### config.mk
export PLATFORM = sky130hd
export DESIGN_NAME = uart_rx_timing
export DESIGN_NICKNAME = d
export VERILOG_FILES = /design/src/rtl/uart_rx_pkg.sv /design/src/rtl/uart_rx_timing_counter.sv /design/src/rtl/uart_rx_timing.sv
export SDC_FILE = /design/constraint.sdc
export NUM_CORES = 1
export LEC_CHECK = 0
export CAP_MARGIN = 40
export CORE_ASPECT_RATIO = 1.5
export CORE_MARGIN = 2
export CORE_UTILIZATION = 50
export DETAILED_ROUTE_END_ITERATION = 12
export PLACE_DENSITY = 0.79
export SKIP_CTS_REPAIR_TIMING = 1
export SLEW_MARGIN = 20
export SYNTH_ARGS = -nofsm -noshare
export SYNTH_HDL_FRONTEND = slang
export SYNTH_SLANG_ARGS = --single-unit
export TNS_END_PERCENT = 50
### constraint.sdc
create_clock -name CLK -period 2.2 [get_ports CLK]
set_input_delay 0.44 -clock CLK [delete_from_list [all_inputs] [get_ports CLK]]
set_output_delay 0.44 -clock CLK [all_outputs]
set_load 0.02 [all_outputs]
### src/rtl/uart_rx_pkg.sv
// Shared definitions for the UART receiver: line/prescale constants, the
// bit-counter width helper and the 2-of-3 majority used by the sampler.
// The receiver control FSM imports this package as well.
package uart_rx_pkg;

  localparam logic [5:0] MIN_PRESCALE = 6'd4;
  localparam logic       IDLE_LINE    = 1'b1;

  // Width of bit_cnt: start + DATA + parity + stop must fit, with headroom.
  function automatic int bcw(input int data);
    return $clog2(data + 4);
  endfunction

  function automatic logic maj3(input logic a, input logic b, input logic c);
    return (a & b) | (a & c) | (b & c);
  endfunction

endpackage

### src/rtl/uart_rx_timing_counter.sv
// rx_edge_bit_counter: oversampling edge counter and frame bit counter.
// Ports:
//   clk, rst          - clock, synchronous active-high reset
//   enable            - frame in progress; low clears both counters
//   prescale          - clocks per bit
//   edge_cnt          - position inside the bit, 1..prescale (0 when idle)
//   bit_cnt           - 1-based bit index in the frame (0 when idle), saturating
module rx_edge_bit_counter
  import uart_rx_pkg::*;
#(
  parameter int BCW = bcw(8)
) (
  input  logic           clk,
  input  logic           rst,
  input  logic           enable,
  input  logic [5:0]     prescale,
  output logic [5:0]     edge_cnt,
  output logic [BCW-1:0] bit_cnt
);

  localparam logic [BCW-1:0] BIT_MAX = '1;

  always_ff @(posedge clk) begin
    if (rst) begin
      edge_cnt <= 6'd0;
      bit_cnt  <= '0;
    end else if (!enable) begin
      edge_cnt <= 6'd0;
      bit_cnt  <= '0;
    end else if (bit_cnt == '0) begin
      edge_cnt <= 6'd1;
      bit_cnt  <= {{(BCW-1){1'b0}}, 1'b1};
    end else if (edge_cnt >= prescale) begin
      // >= rather than == so a prescale lowered mid-bit still wraps at once.
      edge_cnt <= 6'd1;
      if (bit_cnt != BIT_MAX) begin
        bit_cnt <= bit_cnt + 1'b1;
      end
    end else begin
      edge_cnt <= edge_cnt + 6'd1;
    end
  end

endmodule

### src/rtl/uart_rx_timing.sv
// uart_rx_timing: timing and sampling front-end of the UART receiver.
// Ports:
//   CLK, RST          - oversampling clock, synchronous active-high reset
//   RX_IN             - serial line, already synchronised to CLK
//   enable            - from the FSM, high for the whole frame
//   data_sample_en    - from the FSM, gates sampling
//   prescale          - clocks per bit (legal: even, 4..62)
//   edge_cnt, bit_cnt - counters used by the FSM
//   sampled_bit       - majority-voted bit value, held between updates
//   sample_valid      - one-cycle pulse when sampled_bit updates
module uart_rx_timing
  import uart_rx_pkg::*;
#(
  parameter int DATA = 8,
  parameter int BCW  = bcw(DATA)
) (
  input  logic           CLK,
  input  logic           RST,
  input  logic           RX_IN,
  input  logic           enable,
  input  logic           data_sample_en,
  input  logic [5:0]     prescale,
  output logic [5:0]     edge_cnt,
  output logic [BCW-1:0] bit_cnt,
  output logic           sampled_bit,
  output logic           sample_valid
);

  logic [5:0] half;
  logic       legal;
  logic       sample_on;
  logic       cap0, cap1, cap2, cap_single;
  logic       s0, s1;

  rx_edge_bit_counter #(.BCW(BCW)) u_cnt (
    .clk      (CLK),
    .rst      (RST),
    .enable   (enable),
    .prescale (prescale),
    .edge_cnt (edge_cnt),
    .bit_cnt  (bit_cnt)
  );

  assign half       = {1'b0, prescale[5:1]};
  assign legal      = (prescale >= MIN_PRESCALE);
  assign sample_on  = enable && data_sample_en;
  assign cap0       = sample_on && legal && (edge_cnt == half - 6'd1);
  assign cap1       = sample_on && legal && (edge_cnt == half);
  assign cap2       = sample_on && legal && (edge_cnt == half + 6'd1);
  assign cap_single = sample_on && !legal && (edge_cnt == 6'd1);

  // The third sample is voted straight from RX_IN on its capture edge, so it
  // never needs its own register; the result appears one cycle after it.
  always_ff @(posedge CLK) begin
    if (RST) begin
      s0           <= IDLE_LINE;
      s1           <= IDLE_LINE;
      sampled_bit  <= IDLE_LINE;
      sample_valid <= 1'b0;
    end else begin
      sample_valid <= 1'b0;
      if (cap0) begin
        s0 <= RX_IN;
      end
      if (cap1) begin
        s1 <= RX_IN;
      end
      if (cap2) begin
        sampled_bit  <= maj3(s0, s1, RX_IN);
        sample_valid <= 1'b1;
      end
      if (cap_single) begin
        sampled_bit  <= RX_IN;
        sample_valid <= 1'b1;
      end
    end
  end

endmodule

Yosys cells after proc, flatten, opt, wreduce, memory -nomap -nowiden
Index checks and enable logic that the tools add are counted.

word-level totals
  output and inout port bits = 12
  input port bits = 11
  bits in registers = 14
  word-level logic and storage cells = 51

operators by class
  magnitude comparators = 2
  reduce and logical (&&, ||, !) cells = 17
  $add $sub $neg = 4
  bitwise operators = 6
  mux-type cells = 9
  equality and inequality tests = 5

operator list
  cell                                                                                  number
  6-bit equality test                                                                   2
  1-bit two-way mux                                                                     9
  1-bit logical AND                                                                     7
  5-bit by 1-bit adder with 6-bit output (second input constant)                        1
  6-bit by 1-bit adder with 6-bit output (second input constant)                        1
  6-bit by 1-bit equality test with 1-bit output (second input constant)                1
  6-bit by 5-bit equality test with 1-bit output                                        1
  6-bit by 3-bit greater-or-equal comparator with 1-bit output (second input constant)  1
  6-bit greater-or-equal comparator                                                     1
  2-bit nonzero test                                                                    3
  5-bit by 1-bit subtractor with 6-bit output (second input constant)                   1
  4-bit by 1-bit adder with 4-bit output (second input constant)                        1
  4-bit zero test                                                                       1
  4-bit != test (second input constant)                                                 1
  2-bit AND reduction                                                                   2
  4-bit OR reduction                                                                    1
  1-bit AND                                                                             3
  3-bit OR reduction                                                                    1
  1-bit OR                                                                              2
  2-bit OR reduction                                                                    1
  1-bit zero test                                                                       1
  1-bit NOT                                                                             1

Longest topological paths before layout
Gate-level depths: netlist (run 1).

  depth after elaboration = 5
  depth in mapped cells = 9
  mapped depth without buffers = 8

Cells and area by module
A second synthesis (run 1) with hierarchy kept.

unflattened totals
  cell total of the unflattened synthesis = 134
  area, all modules = 1094.8 um^2

by module, submodules not included
  module               area an instance (um^2)  cells each  times used  seq. area each (um^2)
  rx_edge_bit_counter  605.6                    71          1           200.2
  uart_rx_timing       489.2                    63          1           80.1

Least setup slack after synthesis (run 1)
Ideal clock, no wire load.

  path type = input to register
  start = input port prescale[3]
  end = register u_cnt.bit_cnt[1]
  path buffers = 1
  slack = 0.209 ns
  stages = 9
  setup time = 0.116 ns
  arrival time = 1.876 ns
  required time = 2.084 ns
  cell sequence = buf_2 -> inv_1 -> ha_1 -> a21o_1 -> a211oi_1 -> o21ai_0 -> o211ai_1 -> mux2i_1 -> nor2_1

between the ends
  cells in the longest elaborated chain, start to end = 2

RTL lines
  what                               RTL line                      text
  start, declared                    uart_rx_timing.sv:22          input logic [5:0] prescale,
  6-bit greater-or-equal comparator  uart_rx_timing_counter.sv:33  end else if (edge_cnt >= prescale) begin
  2-bit AND reduction (no line)      -
  end signal, assigned               uart_rx_timing_counter.sv:32  bit_cnt <= {{(BCW-1){1'b0}}, 1'b1};
  end signal, assigned               uart_rx_timing_counter.sv:37  bit_cnt <= bit_cnt + 1'b1;
  end, declared                      uart_rx_timing_counter.sv:18  output logic [BCW-1:0] bit_cnt

No other way between the ends.
A chain may end at the register's enable or synchronous reset.

Final worst setup path (run 1)
  start = input port prescale[4]
  end = register u_cnt.bit_cnt[3]

The elaborated chain is that of the path after synthesis.

==> results by group, run 1 <==
STA
  • Final Skew: around 0.011 ns
  • Tcrit/Tclk final: 0.955
  • Endpoints failing setup: 0
  • RSZ-0062 raised after global routing: no
  • Fin crit period: 2.10 ns
  • Max_slew headroom: 0.710
  • Worst Max-Slew Pin Slew: around 0.43 ns
  • Maximum operating frequency: about 0.48 GHz
  • Setup TNS: 0 ns
  • Final hold viol count: 0
  • Max-slew violation count: 0

Logic synthesis
  • Most frequent cell after synthesis: dfxtp_1
  • Yosys warnings: 0
  • Top post-synthesis cells by area: dfxtp_1, ha_1, xnor2_1
  • Seq/Total Area, Yosys: 0.261
  • Mapped Cells: ~130
  • Post-Syn Area: around 1100 sq um
  • Most area-hungry cell type in the Yosys netlist: dfxtp_1
  • EDFF count, synth: 0
  • Ys async rst share: 0
  • Avg Inst Size Synth: roughly 8.3 sq um
  • Unique masters post-synth: 34
  • Syn Nets: approximately 150
  • Share of the synthesized area in the top cell type: 0.261
  • Commonest cells in the netlist: dfxtp_1, ha_1, nor2_1, inv_1
  • Predominant post-synthesis flop cell: dfxtp_1
  • Synth Register Bits: 14

Routing
  • DR WL/cell: 14.8 microns
  • Vias after detailed routing: 1,122
  • Via density: 5.72
  • # DRC: 0
  • Total Wirelength: between 2 and 3 mm
  • DR iter-0 viols: 23
  • Routed Antenna Nets: 0
  • DRT Pass-1 Iters: 4

Clock tree
  • CTS Buf Count: 3
  • Clock transition at path regs: ~0.090 ns
  • TritonCTS clock tree: done
  • Sink Count: 14
  • Worst-skew pair later-pin latency: between 0.2 and 0.3 ns
  • Root Buffer Master: clkbuf_4
  • H-tree depth: 1
  • CTS Buffer Depth: 2

Floorplan
  • Die H: between 60 and 70 microns
  • Die width: roughly 42 microns
  • FP Rows: 20
  • CORE AREA: between 2000 and 2500 sq um
  • Top-level port count: 23
  • Starting density of the core: 0.530
  • Die area: between 2000 and 3000 sq um

Run status
  • Status: finished clean

Place
  • Placed Cells: roughly 190
  • Gpl congestion: 0.975
  • DPL Wire Length: 2.42 mm
  • I/O Buffers: 22

Global route
  • Total congestion overflow: 0
  • Vias in the first global route: between 1,000 and 1,500
  • Initial antenna violation count: 0
  • Pin count of the biggest net entering global routing: 9
  • Global-route wire length before repair: about 5 mm
  • Gr usage total: 0.249

Pwr
  • P per Cell Area: around 350 nW/um^2
  • P_leak: around 0.66 nW
  • Peak supply drop: roughly 0.00034 V
  • Overall Power: between 0.5 and 0.6 mW

Min path
  • Tightest Hold Check Type: reg2reg

Cells and area
  • Final net count: 199
  • Layout Cells excl Fill: slightly below 200
  • Layout area overhead: 41.0%
  • Antenna cell count: 0
  • Layout cells sized above 1: 0.190

Worst setup path
  • Critical Path RT: 2.41 ns
  • Crit path kind: in2reg
  • Max incr delay on CP: ~0.48 ns
  • Worst Path Arrival: 2.31 ns
  • CP max FO: 4
  • Slowest cell on crit path: clkdlybuf4s50_1
  • Startpoint types: primary input
  • Crit-path cells: clkdlybuf4s50_1 > inv_1 > ha_1 > nand3_1 > o21ai_0 > o211ai_1 > or3_1 > a21oi_1
  • Setup crit end kind: flop

Run
  • Max-cap violation count: 0
-- layout make-up --
class | instances | area, sq um
multi-input cells | 102 | 747
fillers | 162 | 512
repair buffers | 45 | 400
flip-flops and latches | 14 | 280
inverters | 10 | 37.5
well taps | 22 | 27.5
clock buffers | 3 | 22.5
-- registers in the layout (all words and copies together), names as in the netlist --
register	flops
u_cnt.edge_cnt	6
u_cnt.bit_cnt	4
s0	1
s1	1
sample_valid	1
sampled_bit	1
-- cell families (layout without fill, tap and decap cells) --
logic type | Yosys count | in the layout | share of synthesized area
adder cells (fa/ha/maj) | 13 | 13 | 0.149
flip-flops | 14 | 14 | 0.261
XOR/XNOR | 15 | 15 | 0.122
AO/OA/AOI/OAI | 25 | 25 | 0.150
AND/OR/NAND/NOR | 47 | 47 | 0.250
buffers and inverters | 13 | 58 | 0.0489
multiplexers | 2 | 2 | 0.0186
-- metrics by stage --
step	hold WS, ns	utilization	setup slack, ns	cell area, sq um
6_report	0.510	0.748	0.0988	1520
5_1_grt	0.543	0.748	0.000444	1520
4_1_cts	0.517	0.741	-0.0837	1500
3_5_place_dp	0.496	0.730	-0.363	1480
3_3_place_gp	0.472	0.730	-0.299	1480
2_1_floorplan	0.455	-	0.209	1070
-- critical path: cells and delay by family --
kind | cells | cell delay [ns]
buffers and inverters | 2 | 0.54
AO/OA/AOI/OAI | 3 | 0.54
AND/OR/NAND/NOR | 2 | 0.46
adder cells (fa/ha/maj) | 1 | 0.32
-- routing by layer --
metal / GRT usage / vias to the layer above / part of all wire / routed length (microns)
li1: - / 549 / - / -
met1: 0.246 / 532 / 0.38 / 1100
met2: 0.469 / 27 / 0.55 / 1590
met3: 0.0298 / 14 / 0.023 / 66
met4: 0.198 / 0 / 0.052 / 150
met5: 0 / - / 0 / 0
-- power breakdown --
part	total (mW)	switching, mW	internal (mW)
Clock	0.137	0.0741	0.0631
Combinational	0.130	0.0621	0.0680
Sequential	0.259	0.00268	0.256
Total	0.526	0.139	0.387
-- worst paths after layout --
path                           startpoint                             to  slack (ns)  depth (start not counted)
max                           prescale[4]  u_cnt.bit_cnt[3]$_SDFFE_PP0P_         0.1                          8
max reg2reg  u_cnt.edge_cnt[4]$_SDFF_PP0_       sampled_bit$_SDFFE_PP1P_        0.33                          6
min                       s0$_SDFFE_PP1P_                s0$_SDFFE_PP1P_        0.51                          2
min reg2reg               s0$_SDFFE_PP1P_                s0$_SDFFE_PP1P_        0.51                          2
-- layout by cell type, fill, tap and decap left out, types with 2 or more instances in the layout --
master	n
mux2i_1	2
o21ai_0	5
dlymetal6s2s_1	3
nand4_1	2
nor4b_1	2
nand2b_1	6
inv_2	3
nor2_1	12
dfxtp_1	14
a21oi_1	7
clkbuf_4	3
and3_1	2
xnor2_1	9
a31oi_1	2
clkdlybuf4s50_1	19
nand3_1	9
ha_1	12
a311o_1	2
buf_4	23
inv_1	7
xor2_1	6
nor4_1	2
nand2_1	5
nor4b_2	2
Power figures use the tool's default switching activity.
==> run 2: changes to the inputs <==
--- a/config.mk
+++ b/config.mk
@@ -10,6 +10,7 @@
 export CORE_MARGIN = 2
 export CORE_UTILIZATION = 50
 export DETAILED_ROUTE_END_ITERATION = 12
+export GPL_ROUTABILITY_DRIVEN = 0
 export PLACE_DENSITY = 0.79
 export SKIP_CTS_REPAIR_TIMING = 1
 export SLEW_MARGIN = 20
==> results by group, run 2 (synthesized netlist as in run 1, its figures left out) <==
Clock tree
  • Worst-skew pair later-pin latency: 0.27 ns (about the same)
  • Root Buffer Master: clkbuf_4
  • CTS Buf Count: 3 (unchanged)
  • Sink Count: 14 (unchanged)
  • TritonCTS clock tree: done
  • Clock transition at path regs: 0.09 ns (about the same)
  • H-tree depth: 1 (unchanged)
  • CTS Buffer Depth: 2 (unchanged)

Global route
  • Met3 Usage GRT: 0.0327 (+0.00298)
  • Gr busiest metal: met2
  • Total congestion overflow: 0 (unchanged)
  • Gr usage total: 0.233 (-0.0156)
  • Vias in the first global route: 1,132 (-9.3%)
  • Initial antenna violation count: 0 (unchanged)
  • GR Util met1: 0.228 (-0.0181)
  • Pin count of the biggest net entering global routing: 9 (unchanged)
  • Global-route wire length before repair: 4.54 mm (-7.8%)
  • GR Util met2: 0.460 (-0.00893)

Worst setup path
  • Critical Path RT: 2.36 ns (-0.05 ns)
  • Worst Path Arrival: 2.29 ns (-0.02 ns)
  • Startpoint types: primary input
  • Setup crit end kind: flop
  • Crit path kind: in2reg
  • CP max FO: 4 (unchanged)

Routing
  • DRT Pass-1 Iters: 4 (unchanged)
  • Total Wirelength: 3.01 mm (+3.8%)
  • Routed Antenna Nets: 0 (unchanged)
  • Via density: 5.85 (+2.1%)
  • DR iter-0 viols: 29 (+26%)
  • Vias after detailed routing: 1,134 (+1.1%)
  • # DRC: 0 (unchanged)
  • DR WL/cell: 15.5 microns (+4.8%)

Pwr
  • Switching Share: 0.261 (-0.00340)
  • Switching power: 0.149 mW (+7.4%)
  • Int Pwr: 0.423 mW (+9.3%)
  • P_leak: 0.666 nW (+0.28%)
  • Register share of total power: 0.452 (-0.040)
  • Gate power share: 0.230 (-0.017)
  • Overall Power: 0.572 mW (+8.8%)
  • Peak supply drop: 0.000280 V (-17%)
  • P per Cell Area: 374 nW/um^2 (+7.7%)
  • Clock power frac: 0.318 (+0.057)

STA
  • RSZ-0062 raised after global routing: yes
  • Endpoints failing setup: 0 (unchanged)
  • Max_slew headroom: 0.702 (-0.00815)
  • Tcrit/Tclk final: 0.971 (+0.0155)
  • Final Skew: 0.00515 ns (-0.00558 ns)
  • Max-slew violation count: 0 (unchanged)
  • Maximum operating frequency: 0.468 GHz (-1.6%)
  • Worst Max-Slew Pin Slew: 0.445 ns (+0.0122 ns)
  • Fin crit period: 2.14 ns (+0.0341 ns)
  • Final hold viol count: 0 (unchanged)

Cells and area
  • Most frequent cells in the layout: buf_4, clkdlybuf4s50_1, dfxtp_1, nor2_1, ha_1
  • Layout cells sized above 1: 0.192 (+0.00221)
  • Commonest non-fill, non-tap cell in the layout: buf_4
  • Layout area overhead: 42.5%
  • Filler Cell Count: 164 (+1.2%)
  • Largest regs: u_cnt.edge_cnt x6, u_cnt.bit_cnt x4
  • Max reg flops: 6 (unchanged)
  • Final net count: 196 (-1.5%)
  • Antenna cell count: 0 (unchanged)
  • Layout Cells excl Fill: 194 (-1.0%)
  • Top reg by flops: u_cnt.edge_cnt

Floorplan
  • Die width: 41.9 microns (unchanged)
  • Top-level port count: 23 (unchanged)
  • Starting density of the core: 0.530 (unchanged)
  • Die H: 60.8 microns (unchanged)
  • Die area: 2540 sq um (unchanged)
  • FP Rows: 20 (unchanged)
  • CORE AREA: 2030 sq um (unchanged)

Run status
  • Status: finished clean

Place
  • DPL Wire Length: 2.33 mm (-3.6%)
  • Placed Cells: 190 (-1.6%)
  • I/O Buffers: 22 (unchanged)

Min path
  • Tightest Hold Check Type: reg2reg

Run
  • Max-cap violation count: 0 (unchanged)
==> run 2: layout make-up <==
cell class,count,area [sq um],share of cell area
inverters,10,37.5,0.0245
multi-input cells,102,772,0.504
repair buffers,42,378,0.247
flip-flops and latches,14,280,0.183
well taps,22,27.5,0.0180
clock buffers,4,36.3,0.0237
==> run 2: critical path, stage by stage <==
cell and delay, ns:
clkdlybuf4s50_1 0.42, buf_4 0.16, xnor2_1 0.27, xnor2_1 0.17, nand3_1 0.10, or3_4 0.40, nor4b_4 0.26, a311oi_1 0.08
==> run 2: power groups by stage <==
stage	Combinational (mW)	Sequential (mW)	Clock [mW]
after floorplan	0.0535	0.268	0
after global placement	0.121	0.264	0
after detailed placement	0.124	0.265	0
after CTS	0.126	0.259	0.187
after global routing	0.141	0.259	0.200
final	0.132	0.259	0.182
==> run 2: final timing paths <==
kind                                                   start                  endpoint  slack [ns]  cells after the start
worst max-delay path                             prescale[4]  sampled_bit$_SDFFE_PP1P_        0.06                      8
worst min-delay path                         s0$_SDFFE_PP1P_           s0$_SDFFE_PP1P_        0.51                      2
worst max register to register  u_cnt.edge_cnt[3]$_SDFF_PP0_  sampled_bit$_SDFFE_PP1P_        0.27                      7
worst min register to register               s0$_SDFFE_PP1P_           s0$_SDFFE_PP1P_        0.51                      2
==> run 2: metal layers <==
metal	part of all wire	routed length (microns)
met5	0	0
met4	0.023	69
met3	0.039	118
met2	0.55	1670
met1	0.38	1160
==> run 2: through the flow <==
stage	utilization	setup TNS (ns)	worst slack (ns)	hold slack [ns]	area, sq um
after floorplan	-	0	0.209	0.455	1070
after CTS	0.737	-0.109	-0.0977	0.506	1490
after detailed placement	0.719	-2.81	-0.382	0.482	1460
final	0.756	0	0.0647	0.505	1530
after global placement	0.719	-2.06	-0.299	0.470	1460
after global routing	0.756	-0.0473	-0.0239	0.542	1530
==> run 3: changes to the inputs <==
--- a/config.mk
+++ b/config.mk
@@ -6,11 +6,11 @@
 export NUM_CORES = 1
 export LEC_CHECK = 0
 export CAP_MARGIN = 40
-export CORE_ASPECT_RATIO = 1.5
 export CORE_MARGIN = 2
 export CORE_UTILIZATION = 50
 export DETAILED_ROUTE_END_ITERATION = 12
 export GPL_ROUTABILITY_DRIVEN = 0
+export MAX_ROUTING_LAYER = met4
 export PLACE_DENSITY = 0.79
 export SKIP_CTS_REPAIR_TIMING = 1
 export SLEW_MARGIN = 20
==> constraint.sdc (replaced) <==
create_clock -name CLK -period 2.2 [get_ports CLK]
set_input_delay 0.44 -clock CLK [delete_from_list [all_inputs] [get_ports CLK]]
set_output_delay 0.44 -clock CLK [all_outputs]
set_load 0.005 [all_outputs]
==> results by group, run 3 (synthesized netlist as in run 1, its figures left out) <==
Floorplan
  • Top-level port count: 23 (unchanged)
  • Starting density of the core: 0.537 (+0.00663)
  • CORE AREA: 2000 sq um (-1.2%)
  • Die width: 50.4 microns (+20%)
  • Die H: 50.4 microns (-17%)
  • FP Rows: 16 (-20%)
  • Die area: 2540 sq um (-0.30%)

Min path
  • Tightest Hold Check Type: reg2reg

Clock tree
  • CTS Buffer Depth: 2 (unchanged)
  • Clock transition at path regs: 0.09 ns (about the same)
  • Root Buffer Master: clkbuf_4
  • H-tree depth: 1 (unchanged)
  • CTS Buf Count: 3 (unchanged)
  • TritonCTS clock tree: done
  • Worst-skew pair later-pin latency: 0.27 ns (about the same)
  • Sink Count: 14 (unchanged)

STA
  • Final Skew: 0.00337 ns (-0.00178 ns)
  • RSZ-0062 raised after global routing: yes
  • Max-slew violation count: 0 (unchanged)
  • Worst Max-Slew Pin Slew: 0.404 ns (-0.0410 ns)
  • Worst hold slack: 0.496 ns (-0.00905 ns)
  • Setup TNS: 0 ns (unchanged)
  • Maximum operating frequency: 0.474 GHz (+1.1%)
  • Max_slew headroom: 0.729 (+0.0275)
  • Fin crit period: 2.11 ns (-0.0236 ns)
  • Endpoints failing setup: 0 (unchanged)
  • Final hold viol count: 0 (unchanged)
  • Tcrit/Tclk final: 0.960 (-0.0107)

Run status
  • Status: finished clean

Cells and area
  • FF/Latch Area: 280 sq um (unchanged)
  • Layout cells sized above 1: 0.173 (-0.0185)
  • Antenna cell count: 0 (unchanged)
  • Filler Cell Count: 139 (-15%)
  • Largest regs: u_cnt.edge_cnt x6, u_cnt.bit_cnt x4
  • Most frequent cells in the layout: clkdlybuf4s50_1, buf_4, dfxtp_1, nor2_1, ha_1
  • Max reg flops: 6 (unchanged)
  • Fin area: 1540 sq um (+0.74%)
  • Final net count: 197 (+0.51%)
  • Area taken by multi-input logic gates: 768 sq um (-0.49%)
  • Layout area overhead: 43.5%
  • Final core utilization: 0.771 (+0.0151)
  • Top reg by flops: u_cnt.edge_cnt

Worst setup path
  • Critical Path RT: 2.38 ns (+0.02 ns)
  • Startpoint types: primary input
  • Setup crit end kind: flop
  • Worst Path Arrival: 2.29 ns (about the same)
  • Slowest cell on crit path: clkdlybuf4s50_1
  • Crit-path cells: clkdlybuf4s50_1 > buf_4 > xnor2_1 > xnor2_1 > nand3_1 > or3_4 > buf_4 > a311oi_1
  • CP max FO: 5 (+1)
  • Max incr delay on CP: 0.42 ns (about the same)
  • Crit path kind: in2reg

Routing
  • DR WL/cell: 14.5 microns (-7.0%)
  • DR iter-0 viols: 51 (+76%)
  • Routed Antenna Nets: 0 (unchanged)
  • Total Wirelength: 2.89 mm (-4.1%)
  • Vias after detailed routing: 1,084 (-4.4%)
  • DRT Pass-1 Iters: 4 (unchanged)
  • Via density: 5.42 (-7.3%)
  • # DRC: 0 (unchanged)

Global route
  • Vias in the first global route: 1,018 (-10%)
  • Gr usage total: 0.254 (+0.0212)
  • Global-route wire length before repair: 4.81 mm (+5.9%)
  • Pin count of the biggest net entering global routing: 9 (unchanged)
  • Initial antenna violation count: 0 (unchanged)
  • Total congestion overflow: 0 (unchanged)

Place
  • Placed cell areas: 1460 sq um (+0.43%)
  • I/O Buffers: 22 (unchanged)
  • DPL Wire Length: 2.31 mm (-0.97%)

Pwr
  • Peak supply drop: 0.000362 V (+29%)
  • P per Cell Area: 370 nW/um^2 (-1.1%)
  • P_leak: 0.665 nW (-0.26%)
  • Overall Power: 0.570 mW (-0.39%)

Run
  • Max-cap violation count: 0 (unchanged)
-- run 3: cell count changes in the layout (fill, tap and decap cells not counted) --
cell / previous run / this run
inv_1: 7 / 10
clkdlybuf4s50_1: 19 / 20
o21ai_2: 1 / 0
inv_2: 3 / 0
buf_6: 0 / 1
o21ai_0: 3 / 4
dlymetal6s2s_1: 3 / 2
-- run 3: where the power goes --
part           leakage (nW)  internal, mW  total (mW)  switching [mW]
sequential            0.113         0.256       0.258         0.00246
combinational         0.530        0.0680       0.127          0.0588
clock                0.0210         0.101       0.185          0.0844
total                 0.665         0.424       0.570           0.146
-- run 3: path summary, 6_finish.rpt --
path / depth (start not counted) / from / endpoint / slack [ns]
max: 8 / prescale[4] / sampled_bit$_SDFFE_PP1P_ / 0.09
min: 2 / s0$_SDFFE_PP1P_ / s0$_SDFFE_PP1P_ / 0.50
max reg2reg: 6 / u_cnt.edge_cnt[4]$_SDFF_PP0_ / sampled_bit$_SDFFE_PP1P_ / 0.29
min reg2reg: 2 / s0$_SDFFE_PP1P_ / s0$_SDFFE_PP1P_ / 0.50
-- run 3: final cells by class --
type,instances,share of cell area
Multi-Input combinational cell,102,0.498
Clock buffer,4,0.0235
Inverter,10,0.0243
Tap cell,27,0.0219
Timing Repair Buffer,43,0.251
Sequential cell,14,0.182
-- run 3: layer usage --
layer,up-vias,track usage,wire length (microns)
li1,549,-,-
met1,497,0.357,1400
met2,36,0.404,1330
met3,2,0.0268,159
met4,0,0.0405,6
met5,-,-,0
-- run 3: stage by stage --
step                      cells  worst slack, ns
final                       200           0.0883
after floorplan             129            0.209
after detailed placement    195           -0.399
after global placement      195           -0.312
after CTS                   199           -0.111
after global routing        200         -0.00699
-- run 3: critical path: cells and delay by family --
kind,cells,cell delay (ns)
buffers and inverters,3,0.74
AND/OR/NAND/NOR,2,0.50
AO/OA/AOI/OAI,1,0.23
XOR/XNOR,2,0.37
